--- src/rtl/axi_mem_bridge_pkg.sv ---
// Shared types and constants for the AXI4-to-TSIM memory bridge.
package axi_mem_bridge_pkg;

  typedef enum logic [2:0] {
    ST_IDLE    = 3'd0,
    ST_RD_REQ  = 3'd1,
    ST_RD_DATA = 3'd2,
    ST_WR_REQ  = 3'd3,
    ST_WR_DATA = 3'd4,
    ST_WR_RESP = 3'd5
  } state_t;

  localparam logic       MEM_OP_RD       = 1'b0;
  localparam logic       MEM_OP_WR       = 1'b1;
  localparam logic [1:0] AXI_RESP_OKAY   = 2'b00;
  localparam logic [1:0] AXI_RESP_SLVERR = 2'b10;
  localparam int unsigned STAT_BITS      = 32;

endpackage

--- src/rtl/axi_mem_bridge.sv ---
// AXI4 m_axi (one burst, no IDs) to TSIM mem_req/wr/rd; R and W beats pass through with zero added latency.
// RREADY backpressures via mem_rd_ready, W beats always accepted; AXI_MEM_BRIDGE_STATS_EN adds beat counters.
module axi_mem_bridge
  import axi_mem_bridge_pkg::*;
#(
  parameter int unsigned MEM_LEN_BITS  = 8,
  parameter int unsigned MEM_ADDR_BITS = 32,
  parameter int unsigned MEM_DATA_BITS = 64
) (
  input  logic                     ap_clk,
  input  logic                     ap_rst_n,
  input  logic                     s_axi_ARVALID,
  output logic                     s_axi_ARREADY,
  input  logic [MEM_ADDR_BITS-1:0] s_axi_ARADDR,
  input  logic [MEM_LEN_BITS-1:0]  s_axi_ARLEN,
  output logic                     s_axi_RVALID,
  input  logic                     s_axi_RREADY,
  output logic [MEM_DATA_BITS-1:0] s_axi_RDATA,
  output logic                     s_axi_RLAST,
  output logic [1:0]               s_axi_RRESP,
  input  logic                     s_axi_AWVALID,
  output logic                     s_axi_AWREADY,
  input  logic [MEM_ADDR_BITS-1:0] s_axi_AWADDR,
  input  logic [MEM_LEN_BITS-1:0]  s_axi_AWLEN,
  input  logic                     s_axi_WVALID,
  output logic                     s_axi_WREADY,
  input  logic [MEM_DATA_BITS-1:0] s_axi_WDATA,
  input  logic                     s_axi_WLAST,
  output logic                     s_axi_BVALID,
  input  logic                     s_axi_BREADY,
  output logic [1:0]               s_axi_BRESP,
`ifdef AXI_MEM_BRIDGE_STATS_EN
  output logic [STAT_BITS-1:0]     stat_rd_beats,
  output logic [STAT_BITS-1:0]     stat_wr_beats,
`endif
  output logic                     mem_req_valid,
  output logic                     mem_req_opcode,
  output logic [MEM_LEN_BITS-1:0]  mem_req_len,
  output logic [MEM_ADDR_BITS-1:0] mem_req_addr,
  output logic                     mem_wr_valid,
  output logic [MEM_DATA_BITS-1:0] mem_wr_bits,
  input  logic                     mem_rd_valid,
  input  logic [MEM_DATA_BITS-1:0] mem_rd_bits,
  output logic                     mem_rd_ready
);

  localparam logic [MEM_LEN_BITS-1:0] LEN_ONE = 1;

  state_t                   r_state;
  state_t                   w_nxt_state;
  logic [MEM_LEN_BITS-1:0]  r_cnt;
  logic [MEM_LEN_BITS-1:0]  r_len;
  logic [MEM_ADDR_BITS-1:0] r_addr;
  logic                     r_prio;
  logic                     r_err;

  logic w_gnt_rd;
  logic w_gnt_wr;
  logic w_rd_beat;
  logic w_wr_beat;
  logic w_cnt_zero;

  // r_prio low: read wins a tie; flips to the other channel after every grant.
  assign w_gnt_rd   = s_axi_ARVALID & (~s_axi_AWVALID | ~r_prio);
  assign w_gnt_wr   = s_axi_AWVALID & (~s_axi_ARVALID |  r_prio);
  assign w_rd_beat  = (r_state == ST_RD_DATA) & mem_rd_valid & s_axi_RREADY;
  assign w_wr_beat  = (r_state == ST_WR_DATA) & s_axi_WVALID;
  assign w_cnt_zero = (r_cnt == '0);

  always_ff @(posedge ap_clk or negedge ap_rst_n) begin
    if (!ap_rst_n) begin
      r_state <= ST_IDLE;
    end else begin
      r_state <= w_nxt_state;
    end
  end

  always_comb begin
    w_nxt_state = r_state;
    case (r_state)
      ST_IDLE: begin
        if (w_gnt_rd) begin
          w_nxt_state = ST_RD_REQ;
        end else if (w_gnt_wr) begin
          w_nxt_state = ST_WR_REQ;
        end
      end
      ST_RD_REQ:  w_nxt_state = ST_RD_DATA;
      ST_RD_DATA: if (w_rd_beat && w_cnt_zero) w_nxt_state = ST_IDLE;
      ST_WR_REQ:  w_nxt_state = ST_WR_DATA;
      // AWLEN, not WLAST, decides where the burst ends.
      ST_WR_DATA: if (w_wr_beat && w_cnt_zero) w_nxt_state = ST_WR_RESP;
      ST_WR_RESP: if (s_axi_BREADY) w_nxt_state = ST_IDLE;
      default:    w_nxt_state = ST_IDLE;
    endcase
  end

  always_comb begin
    s_axi_ARREADY  = 1'b0;
    s_axi_AWREADY  = 1'b0;
    s_axi_RVALID   = 1'b0;
    s_axi_RDATA    = '0;
    s_axi_RLAST    = 1'b0;
    s_axi_RRESP    = AXI_RESP_OKAY;
    s_axi_WREADY   = 1'b0;
    s_axi_BVALID   = 1'b0;
    s_axi_BRESP    = AXI_RESP_OKAY;
    mem_req_valid  = 1'b0;
    mem_req_opcode = MEM_OP_RD;
    mem_wr_valid   = 1'b0;
    mem_wr_bits    = '0;
    mem_rd_ready   = 1'b0;
    case (r_state)
      ST_IDLE: begin
        s_axi_ARREADY = w_gnt_rd;
        s_axi_AWREADY = w_gnt_wr;
      end
      ST_RD_REQ: begin
        mem_req_valid  = 1'b1;
        mem_req_opcode = MEM_OP_RD;
      end
      ST_RD_DATA: begin
        s_axi_RVALID = mem_rd_valid;
        s_axi_RDATA  = mem_rd_bits;
        s_axi_RLAST  = w_cnt_zero;
        mem_rd_ready = s_axi_RREADY;
      end
      ST_WR_REQ: begin
        mem_req_valid  = 1'b1;
        mem_req_opcode = MEM_OP_WR;
      end
      ST_WR_DATA: begin
        s_axi_WREADY = 1'b1;
        mem_wr_valid = s_axi_WVALID;
        mem_wr_bits  = s_axi_WDATA;
      end
      ST_WR_RESP: begin
        s_axi_BVALID = 1'b1;
        s_axi_BRESP  = r_err ? AXI_RESP_SLVERR : AXI_RESP_OKAY;
      end
      default: ;
    endcase
  end

  assign mem_req_len  = r_len;
  assign mem_req_addr = r_addr;

  always_ff @(posedge ap_clk or negedge ap_rst_n) begin
    if (!ap_rst_n) begin
      r_cnt  <= '0;
      r_len  <= '0;
      r_addr <= '0;
      r_prio <= 1'b0;
      r_err  <= 1'b0;
    end else begin
      if (r_state == ST_IDLE && w_gnt_rd) begin
        r_addr <= s_axi_ARADDR;
        r_len  <= s_axi_ARLEN;
        r_cnt  <= s_axi_ARLEN;
        r_prio <= 1'b1;
      end else if (r_state == ST_IDLE && w_gnt_wr) begin
        r_addr <= s_axi_AWADDR;
        r_len  <= s_axi_AWLEN;
        r_cnt  <= s_axi_AWLEN;
        r_prio <= 1'b0;
      end else if ((w_rd_beat || w_wr_beat) && !w_cnt_zero) begin
        r_cnt <= r_cnt - LEN_ONE;
      end

      if (r_state == ST_WR_REQ) begin
        r_err <= 1'b0;
      end else if (w_wr_beat && (s_axi_WLAST != w_cnt_zero)) begin
        r_err <= 1'b1;
      end
    end
  end

`ifdef AXI_MEM_BRIDGE_STATS_EN
  logic [STAT_BITS-1:0] r_stat_rd;
  logic [STAT_BITS-1:0] r_stat_wr;

  always_ff @(posedge ap_clk or negedge ap_rst_n) begin
    if (!ap_rst_n) begin
      r_stat_rd <= '0;
      r_stat_wr <= '0;
    end else begin
      if (w_rd_beat) r_stat_rd <= r_stat_rd + 32'd1;
      if (w_wr_beat) r_stat_wr <= r_stat_wr + 32'd1;
    end
  end

  assign stat_rd_beats = r_stat_rd;
  assign stat_wr_beats = r_stat_wr;
`endif

endmodule

--- config.mk ---
export PLATFORM = sky130hd
export DESIGN_NAME = axi_mem_bridge
export DESIGN_NICKNAME = d
export VERILOG_FILES = /design/src/rtl/axi_mem_bridge_pkg.sv /design/src/rtl/axi_mem_bridge.sv
export SDC_FILE = /design/constraint.sdc
export NUM_CORES = 1
export LEC_CHECK = 0
export CORE_AREA = 2 2 154 156
export CTS_CLUSTER_DIAMETER = 60
export DETAILED_ROUTE_END_ITERATION = 12
export DIE_AREA = 0 0 156 158
export GPL_TIMING_DRIVEN = 0
export PLACE_DENSITY = 0.46
export SKIP_CTS_REPAIR_TIMING = 1
export SLEW_MARGIN = 20
export SYNTH_ARGS = -nofsm -noshare
export SYNTH_HDL_FRONTEND = slang
export SYNTH_SLANG_ARGS = --single-unit
--- constraint.sdc ---
create_clock -name ap_clk -period 5.8 [get_ports ap_clk]
set_input_delay 1.74 -clock ap_clk [delete_from_list [all_inputs] [get_ports ap_clk]]
set_output_delay 1.74 -clock ap_clk [all_outputs]
set_load 0.02 [all_outputs]
==> summary.md <==
| Metric | Value |
|---|---|
| Slew Limit Fails | `0` |
| Post-Synthesis Cells | `397` |
| Final nets | `just over 1,000` |
| Setup violators final | `0` |
| Register Area | `roughly 1300 sq um` |
| Setup TNS | `0 ns` |
| Yosys warnings | `0` |
| Reg2reg end | `r_cnt[0]` |
| Clk sinks | `53` |
| VDD IR-drop max | `roughly 150 uV` |
| DR vias | `between 4,000 and 5,000` |
| CP Class | `input port to primary output` |
| Cell Rows | `56` |
| Synth Flop Type | `dfrtp_1` |
| RSZ-0062 raised after global routing | `no` |
| Iter 0 DRT Violations | `330` |
| Commonest non-fill, non-tap cell in the layout | `clkdlybuf4s50_1` |
| I/O Pins | `399` |
| Drt drc | `0` |
| CTS root buf | `clkbuf_16` |
| Max_cap viols | `0` |
| Largest net degree at the start of global routing | `30` |
| Commonest non-fill, non-tap cells in the layout | `clkdlybuf4s50_1 (394), and2_1 (134), dfrtp_1 (53)` |
| Reg2Reg Depth | `6` |
| Reg2reg start | `r_cnt[0]` |
| Flops & latches, synth | `53` |
| Die width | `approximately 160 um` |
| Final WL | `between 20,000 and 25,000 um` |
| Leakage | `3.36 nW` |
| Skew-Pair Late Insertion Delay | `~0.31 ns` |
| First-pass DRT Iterations | `8` |
| Die area | `24,600 sq um` |
| Async set or reset register ratio after synthesis | `1.00` |
| Vias in the first global route | `approximately 4,300` |
| FILL cells | `around 2,400` |
| Initial Util | `0.153` |
| Min-Delay Path Class | `flip-flop to flip-flop` |
| Number of port buffers | `between 300 and 400` |
| Critical path endpoint | `s_axi_AWREADY` |
| Post-synthesis mux area share | `0.00850` |
| Clock Path Buffers | `2` |
| XOR/XNOR Fraction of Synth Area | `0` |
| Placed instance area | `~7900 sq um` |
| Endpoints failing hold | `0` |
| Min Tclk post-route | `between 5 and 6 ns` |
| Layout cell share with drive strength beyond 1 | `0.0486` |
| Compound-Gate Fraction of Synth Area | `0.181` |
| ANT nets after route | `0` |
| GRT Total Usage | `0.157` |
| Crit path launch | `s_axi_ARVALID` |
| Worst clock skew | `approximately 0.0076 ns` |
| TritonCTS clock tree | `yes` |
| Final Cell Area | `~8000 sq um` |
| Layout Area Growth over Synthesis | `127%` |
| Status | `finished, final reports clean` |
| Clock-pin transition on the worst setup and hold timing paths | `0.08 ns` |
| WP data arrival | `roughly 3.5 ns` |
| Worst path required time | `a little over 4 ns` |
| Worst slew pin tran | `between 0.6 and 0.7 ns` |
| Max FO, Critical Path | `10` |
| Placeable Area | `about 23,000 sq um` |
| Adder-cell share of the synthesized area | `0.00708` |
| Final GP Congestion | `approximately 0.80` |
| Initial antenna violation count | `4` |
| Footprint of the multi-input gates | `roughly 1800 sq um` |
| Synth unique cells | `47` |
| Largest family of logic cells by synthesized area | `simple AND/OR/NAND/NOR gates` |
| R2R Setup Slk | `approximately 3.7 ns` |
| FMAX | `about 190 MHz` |
| Post-Syn Area | `approximately 3500 sq um` |
| Avg Inst Size Synth | `~9 sq um` |
| Power Density | `~400 nW/um^2` |
| Grt ovf | `0` |
| Simple-Gate Fraction of Synth Area | `0.320` |
| CP Capture Type | `primary output` |
| Worst slew margin | `0.554` |
| CTS H-tree depth | `2` |
| CP Launch Type | `input port` |
| Via density | `approximately 4` |
| Total CTS buffers | `5` |
| Post-synthesis sequential area ratio | `0.375` |
| Chip height | `158 um` |
| DP HPWL | `17,100 um` |
| Global-route wire length before repair | `between 20,000 and 30,000 um` |
| EDFF count, synth | `0` |
| Final period utilization | `0.900` |
| Drt wl/cell | `~19 um` |
critical path: stages:
cell,delay [ns]
clkdlybuf4s50_1,0.48
nand2b_1,0.15
and3_1,0.16
buf_2,0.15
clkbuf_8,0.19
clkdlybuf4s50_1,0.62
registers in the layout, summed over array words and instances, names as in the netlist:
signal	flops
r_state	3
mem_req_addr	32
r_prio	1
mem_req_len	8
r_err	1
r_cnt	8
metrics by stage:
step | utilization | setup slack (ns) | hold slack, ns | instances | power, mW
floorplan | - | 1.80 | 0.456 | 399 | 1.80
global placement | 0.341 | 0.560 | 0.464 | 1084 | 2.90
detailed placement | 0.342 | 0.554 | 0.466 | 1085 | 2.89
CTS | 0.348 | 0.546 | 0.487 | 1093 | 3.25
global route | 0.349 | 0.479 | 0.519 | 1095 | 3.42
finish | 0.349 | 0.578 | 0.482 | 1096 | 3.20
power breakdown:
group          leakage, nW  switching (mW)  internal, mW
clock               0.0735           0.155         0.174
combinational         2.63            1.15          1.07
sequential           0.662           0.104         0.542
synthesized netlist by cell type, types with 3 or more instances:
cell type | number | area share
and2_1 | 134 | 0.24
dfrtp_1 | 53 | 0.38
inv_1 | 43 | 0.046
a222oi_1 | 41 | 0.12
clkbuf_1 | 17 | 0.018
nand2_1 | 15 | 0.016
nor2_1 | 9 | 0.0096
buf_2 | 8 | 0.011
a21oi_1 | 6 | 0.0085
o21ai_0 | 6 | 0.0085
a211oi_1 | 5 | 0.011
buf_4 | 4 | 0.0085
clkbuf_8 | 4 | 0.016
nor3_1 | 4 | 0.0057
a221oi_1 | 3 | 0.0074
mux2i_1 | 3 | 0.0085
or2_2 | 3 | 0.0053
per-layer routing:
metal / global-route usage / wire, um / part of all wire
met1: 0.193 / 8370 / 0.41
met2: 0.278 / 10300 / 0.50
met3: 0.0386 / 1600 / 0.078
met4: 0.0345 / 274 / 0.013
met5: 0 / 13 / 0.00063
layout make-up:
cell class              count  share of cell area
plain buffers              36              0.0268
inverters                  43              0.0201
repair buffers            396               0.494
clock inverters             2             0.00202
clock buffers               6              0.0173
flip-flops and latches     53               0.165
well taps                 290              0.0451
multi-input cells         267               0.229
diodes                      3            0.000934
cell families (layout without fill, tap and decap cells):
group	count (synthesis)	after routing
buf+inv	79	483
flops	53	53
other cells	1	6
simple gates	185	185
compound gates	74	74
fa+ha+maj	2	2
mux	3	3
worst min path at each step:
stage	cells past startpoint	endpoint	from
6_report	2	mem_req_len[5]	mem_req_len[5]
5_1_grt	2	mem_req_addr[24]	mem_req_addr[24]
4_1_cts	2	mem_req_len[5]	mem_req_len[5]
3_5_place_dp	2	mem_req_len[6]	mem_req_len[6]
3_3_place_gp	2	mem_req_len[6]	mem_req_len[6]
2_1_floorplan	1	r_err	r_err
No activity file was read; power rests on OpenSTA's default activity.
